===== src/rtl/ins_fetch_unit.sv =====
// ins_fetch_unit: PC owner and IF stage, req/ack fetch with branch redirects.
// Optional watchdog enabled by defining FETCH_TIMEOUT_EN.
module ins_fetch_unit #(
  parameter logic [31:0] RESET_PC = 32'h0000_0000
`ifdef FETCH_TIMEOUT_EN
  ,
  parameter int unsigned TIMEOUT  = 255
`endif
) (
  input  logic        clk,
  input  logic        rst,
  input  logic [5:0]  control,
  input  logic        branchFlag,
  input  logic [31:0] branchTarget,
  output logic        instMemReq,
  output logic [31:0] instMemAddr,
  input  logic        instMemAck,
  input  logic [31:0] instMemData,
  output logic [31:0] insFetchPC,
  output logic [31:0] insFetchInst,
  output logic        stallReq,
  output logic        fetchErr
);

  typedef enum logic [1:0] {
    S_IDLE,
    S_REQ,
    S_DONE
  } state_t;

  state_t      r_state;
  logic [31:0] r_pc;
  logic        r_pendValid;
  logic [31:0] r_pendTarget;
  logic [31:0] r_fPC;
  logic [31:0] r_fInst;

  logic        w_ackOk;
  logic        w_reqOn;
  logic        w_inReq;
  logic        w_stall0;
  logic [31:0] w_brTgt;
  logic [31:0] w_nextPc;
  logic        w_unused;

  assign w_inReq  = (r_state == S_REQ);
  assign w_stall0 = control[0];
  assign w_brTgt  = {branchTarget[31:2], 2'b00};
  assign w_unused = ^{control[5:1], branchTarget[1:0]};

`ifdef FETCH_TIMEOUT_EN
  localparam logic [31:0] TMO_LAST = 32'(TIMEOUT - 1);

  logic [31:0] r_tmoCnt;
  logic        r_hold;
  logic        r_err;

  // Watchdog: after TMO_LAST+1 silent cycles drop the request for one cycle.
  always_ff @(posedge clk or posedge rst) begin
    if (rst) begin
      r_tmoCnt <= '0;
      r_hold   <= 1'b0;
      r_err    <= 1'b0;
    end else if (w_inReq) begin
      if (r_hold) begin
        r_hold <= 1'b0;
      end else if (instMemAck) begin
        r_tmoCnt <= '0;
      end else if (r_tmoCnt == TMO_LAST) begin
        r_tmoCnt <= '0;
        r_hold   <= 1'b1;
        r_err    <= 1'b1;
      end else begin
        r_tmoCnt <= r_tmoCnt + 32'd1;
      end
    end else begin
      r_tmoCnt <= '0;
      r_hold   <= 1'b0;
    end
  end

  assign w_ackOk  = instMemAck & ~r_hold;
  assign w_reqOn  = ~r_hold;
  assign fetchErr = r_err;
`else
  assign w_ackOk  = instMemAck;
  assign w_reqOn  = 1'b1;
  assign fetchErr = 1'b0;
`endif

  // Redirect priority: live branch, then pending redirect, then sequential.
  always_comb begin
    w_nextPc = r_pc + 32'd4;
    if (branchFlag) begin
      w_nextPc = w_brTgt;
    end else if (r_pendValid) begin
      w_nextPc = r_pendTarget;
    end
  end

  // Fetch FSM with registered IF/ID outputs and redirect bookkeeping.
  always_ff @(posedge clk or posedge rst) begin
    if (rst) begin
      r_state      <= S_IDLE;
      r_pc         <= RESET_PC;
      r_pendValid  <= 1'b0;
      r_pendTarget <= '0;
      r_fPC        <= '0;
      r_fInst      <= '0;
    end else begin
      unique case (r_state)
        S_IDLE: begin
          r_state <= S_REQ;
        end
        S_REQ: begin
          if (branchFlag) begin
            r_pendValid  <= 1'b1;
            r_pendTarget <= w_brTgt;
          end
          if (w_ackOk) begin
            r_state <= S_DONE;
            if (!r_pendValid && !branchFlag) begin
              r_fInst <= instMemData;
              r_fPC   <= r_pc;
            end else begin
              r_fInst <= '0;
            end
          end
        end
        S_DONE: begin
          if (!w_stall0) begin
            r_pc        <= w_nextPc;
            r_pendValid <= 1'b0;
            r_fInst     <= '0;
            r_state     <= S_REQ;
          end else if (branchFlag) begin
            r_pendValid  <= 1'b1;
            r_pendTarget <= w_brTgt;
          end
        end
        default: begin
          r_state <= S_IDLE;
        end
      endcase
    end
  end

  assign instMemReq   = w_inReq & w_reqOn;
  assign instMemAddr  = r_pc;
  assign stallReq     = w_inReq & ~w_ackOk;
  assign insFetchPC   = r_fPC;
  assign insFetchInst = r_fInst;

endmodule

===== config.mk =====
export PLATFORM = sky130hd
export DESIGN_NAME = ins_fetch_unit
export DESIGN_NICKNAME = d
export VERILOG_FILES = /design/src/rtl/ins_fetch_unit.sv
export SDC_FILE = /design/constraint.sdc
export NUM_CORES = 1
export LEC_CHECK = 0
export BUFFER_PORTS_ARGS = -buffer_cell sky130_fd_sc_hd__buf_2
export CAP_MARGIN = 20
export CORE_ASPECT_RATIO = 1.1
export CORE_MARGIN = 4
export CORE_UTILIZATION = 47
export CTS_CLUSTER_SIZE = 24
export DETAILED_ROUTE_END_ITERATION = 6
export GPL_ROUTABILITY_DRIVEN = 0
export PLACE_DENSITY = 0.77
export SYNTH_ARGS = -nofsm -noshare
export SYNTH_HDL_FRONTEND = slang
export SYNTH_SLANG_ARGS = --single-unit

===== constraint.sdc =====
create_clock -name clk -period 3.8 [get_ports clk]
set_clock_uncertainty 0.1 [all_clocks]
set_input_delay 0.38 -clock clk [delete_from_list [all_inputs] [get_ports clk]]
set_output_delay 0.38 -clock clk [all_outputs]
set_load 0.05 [all_outputs]

==> Yosys cells after proc, flatten, opt, wreduce, memory -nomap -nowiden <==
Index checks and enable logic that the tools add are counted.
W data, S select, Z words.
{ "classes": {"n_reduce_logical": 10, "n_eq_ne": 5, "bitwise": 3, "addsub": 1, "n_mux": 15} }
{ "op_table": {"columns": ["op", "count"], "rows": [
  ["$mux W32", 7],
  ["$pmux W32 S2", 2],
  ["$add A32 B3 Y32 const B", 1],
  ["$ne A2 B2 Y1 const B", 3],
  ["$pmux W2 S3", 1],
  ["$reduce_and A2 Y1", 3],
  ["$reduce_and A3 Y1", 2],
  ["$mux W2", 2],
  ["$eq A2 B1 Y1 const B", 1],
  ["$eq A2 B2 Y1 const B", 1],
  ["$logic_not A1 Y1", 2],
  ["$logic_not A2 Y1", 1],
  ["$mux W1", 2],
  ["$not A1 Y1", 2],
  ["$pmux W1 S2", 1],
  ["$reduce_bool A2 Y1", 1],
  ["$and A1 B1 Y1", 1],
  ["$logic_and A1 B1 Y1", 1]
]} }
{ "totals": {"input_bits": 74, "register_bits": 131, "wordCells": 40, "out_inout_bits": 99} }

==> Depth between registers and ports, before layout <==
{ "logic_depth": {"word_depth": 5, "mapped_depth": 10} }

==> Worst setup path before layout <==
Ideal clock, no wire load.
{ "synth_timing": {"kind": "flip-flop to flip-flop", "from": "register r_state[1]", "to": "register r_fInst[28], in the netlist insFetchInst[28]", "setup_time_ps": 84, "arrival_time_ps": 2672, "path_stages_with_launch": 9, "t_required_ps": 3616, "synth_period_minus_slack_ps": 2856, "setup_slack_ps": 944, "cell_sequence": "dfrtp_1 -> inv_1 -> ha_1 -> nor2b_1 -> a21oi_1 -> o21ai_1 -> clkbuf_1 -> nand2_1 -> o21ai_0"} }
{ "synth_via": {"elab_chain_cells": 3, "word_cells_on_any_way": 7} }
{ "synth_lines": {"columns": ["element", "line", "text"], "rows": [
  ["start: declaration", "31", "state_t r_state;"],
  ["start signal: assignment", "104", "r_state <= S_IDLE;"],
  ["start signal: assignment", "113", "r_state <= S_REQ;"],
  ["start signal: assignment", "121", "r_state <= S_DONE;"],
  ["$eq A2 B1 Y1 (*)", null, null],
  ["via instMemReq", "15", "output logic instMemReq,"],
  ["$ne A2 B2 Y1 (no source line) or $reduce_bool A2 Y1 (tied branches)", null, null],
  ["$reduce_and A3 Y1 (no source line)", null, null],
  ["end signal: assignment", "123", "r_fInst <= instMemData;"],
  ["end: declaration", "36", "logic [31:0] r_fInst;"]
]} }
The timed path passes the listed nets; every way through them passes the cells marked *.
A chain may end at the register's enable or synchronous reset.

==> Worst setup path after layout <==
{ "layout_timing": {"from": "register r_pendValid", "to": "register r_pc[27], in the netlist instMemAddr[27]"} }
{ "layout_via": {"elab_chain_cells": 2} }
{ "layout_lines": {"columns": ["element", "line", "text"], "rows": [
  ["start: declaration", "33", "logic r_pendValid;"],
  ["start signal: assignment", "106", "r_pendValid <= 1'b0;"],
  ["start signal: assignment", "117", "r_pendValid <= 1'b1;"],
  ["start signal: assignment", "133", "r_pendValid <= 1'b0;"],
  ["$mux W32", "96", "end else if (r_pendValid) begin"],
  ["$mux W32", "94", "if (branchFlag) begin"],
  ["end signal: assignment", "132", "r_pc <= w_nextPc;"],
  ["end: declaration", "32", "logic [31:0] r_pc;"]
]} }
No other way between the ends.

==> impl_metrics.csv <==
group,metric,value,unit
run_status,status,"complete, no violations",
yosys,synth_edf_count,0,
yosys,yosysUniqueCellTypes,56,
drt,drt_first_pass_iters,5,
sta,whs,0.00424,ns
final_layout,final_common_cell,"buf_2",
final_layout,synthToLayoutAreaGrowth,25.3,%
sta,tightest_slew,0.847,ns
yosys,synth_top_area_share,52.0,%
yosys,synthArstFlopShare,100,%
yosys,synthFlopType,"dfrtp_1",
hold_path,holdCritPathClass,"in -> async",
grt,antenna_found_initial,1,
floorplanning,die_area,0.0147,mm^2
clock_network,ctsLongestPathBuffers,2,
setup_path,path_cells,"buf_4 -> nor2b_1 -> inv_1 -> o22ai_1 -> a41oi_1 -> o22a_1",
floorplanning,initial_core_util,47.8,%
final_layout,final_cell_mix,"160 x buf_2, 125 x dfrtp_1, 96 x nand2_1",
place,post-dp-hpwl,11.1,mm
drt,drc,0,
sta,maxSlewHeadroom,43.5,%
yosys,synth.yosys.warnings,0,
setup_path,path_delay_family,"flip-flops",
yosys,postSynthAreaPerCell,10.2,um^2
drt,final_antenna_net_count,0,
setup_path,critPathMaxStageDelay,0.78,ns
clock_network,clkSlewWorstSetupHoldPaths,0.06,ns
grt,grt_pass1_wl,26.7,mm
drt,route.detailed.wl_per_inst,18.2,um
setup_path,start_kind,"flip-flop",
floorplanning,io-pin-count,173,
yosys,ys_seq_area_share,52.0,%
floorplanning,core,0.0126,mm^2
clock_network,clkLatencyLatePin,0.42,ns
clock_network,cts_buffers,17,
run,drv_cap,0,
sta,setup-tns-final,0,ns
final_layout,fin_util,59.9,%
clock_network,cts_setup_buffers,0,
sta,fin_crit_sh,67.9,%
setup_path,critPathBufInv,2,
grt,grt_max_degree,55,
final_layout,final_layout_size_suffix_gt1_share,36.1,%
floorplanning,die_w,116,um
power,power-per-cell-area,977,mW/mm^2
setup_path,cp_max_fo,27,
sta,worst_slack,1.22,ns
floorplanning,fp.dieH,127,um
setup_path,worstPathRequired,4.01,ns
sta,fmax,0.388,GHz
grt,grt_pass1_vias,5280,
yosys,synth_area,0.00602,mm^2
sta,final-hold-violation-count,0,
drt,via_per_inst,5.80,
yosys,syn-instance-count,589,
drt,drtIter0Drc,501,
grt,overflow,0,
sta,period_minus_slack,2.58,ns
setup_path,cp.arrival,2.78,ns
final_layout,stdcell_count,908,
grt,grt_usage,23.1,%
place,pre_cts_ws,1.11,ns
clock_network,cts_resized,0,
final_layout,nets,815,
drt,routed_wl,16.6,mm
power,vdd_ir_drop_max,0.563,mV
clock_network,cts_tree,"yes",
clock_network,htreeDepth,4,
setup_path,crit_path_end_kind,"flip-flop",
clock_network,postCtsHoldBufs,0,
sta,rsz0062_at_grt,"false",
drt,vias,5270,
sta,finalMaxSlewViolations,0,
yosys,yosys.area.top_type,"dfrtp_1",
place,portBuffers,160,
floorplanning,rows,43,
place,dp_cells,875,
sta,setup_violations,0,
clock_network,root_buffer,"clkbuf_16",
setup_path,criticalPathCategory,"reg -> reg",
yosys,ys_ff_latch,125,
yosys,synthTopCellsByArea,"dfrtp_1 52%, mux2_2 11%, nand2_1 6.0%, o21ai_0 4.3%, a21oi_1 2.7%",
setup_path,critPathSlowestCell,"dfrtp_1",
clock_network,numClockSinks,125,
power,power.leakage,3.63,nW
[where the power goes]
part	switching, mW	total, mW	internal (mW)
logic	2.31	3.31	0.994
registers	0.545	2.41	1.87
clock network	0.602	1.65	1.04
[Yosys cell counts (all sizes together) (2+ instances only)]
cell type	n
a22oi	4
or4	5
a21oi	32
nor4	3
nand3	21
ha	4
nor2b	4
mux2i	4
nand2	97
a41oi	2
and3	11
o21ai	53
a221o	4
nor2	15
o22ai	4
clkbuf	33
o211ai	8
o22a	3
a31oi	9
xor2	6
and4	6
dfrtp	125
mux2	60
o211a	2
xnor2	6
nand2b	5
nand4	9
o31ai	3
a21o	2
and2	3
nor3	9
buf	13
inv	9
[area by class of cell]
type	count	area, um^2
well taps	157	196
inverters	9	37.5
diodes	1	2.50
clock inverters	11	143
repair buffers	171	896
fillers	1061	5050
clock buffers	21	450
multi-input cells	413	2690
flip-flops and latches	125	3130
[logic make-up after synthesis]
group / share of synthesized area [%]
buf+inv: 3.91
fa+ha+maj: 0.831
flops: 52.0
compound gates: 13.9
other cells: 0.0623
mux: 11.9
simple gates: 15.7
xor+xnor: 1.75
[path summary, 6_finish.rpt]
path                                  start                to  slack (ns)  cells after the start
setup / recovery                r_pendValid   instMemAddr[27]        1.22                      6
hold / removal                          rst  insFetchInst[25]       0.004                      2
setup reg to reg                r_pendValid   instMemAddr[27]        1.22                      6
hold reg to reg            insFetchInst[16]  insFetchInst[16]        0.38                      2
max in group asynchronous               rst    insFetchPC[19]        2.55                      3
min in group clk            instMemData[16]  insFetchInst[16]        0.09                      3
[metrics by stage]
| step | total power, mW | cell area [um^2] |
|---|---|---|
| final | 7.37 | 7540 |
| after detailed placement | 5.71 | 6950 |
| after CTS | 7.38 | 7540 |
| after global placement | 5.53 | 6930 |
| after floorplan | 4.84 | 6040 |
| after global routing | 7.76 | 7540 |
[state kept, by name, indices dropped and copies added, names as in the netlist]
signal	cells
insFetchPC	30
r_pendTarget	30
r_pendValid	1
instMemAddr	30
insFetchInst	32
r_state	2
[per-layer routing]
metal  up-vias  track usage (%)  part of all wire, %
met5         -                0                    0
met4         0             10.6                  3.3
met3        56             6.49                  8.7
met2       275             36.4                   48
met1      2539             29.6                   40
li1       2400                -                    -
No activity file was read; power rests on OpenSTA's default activity.
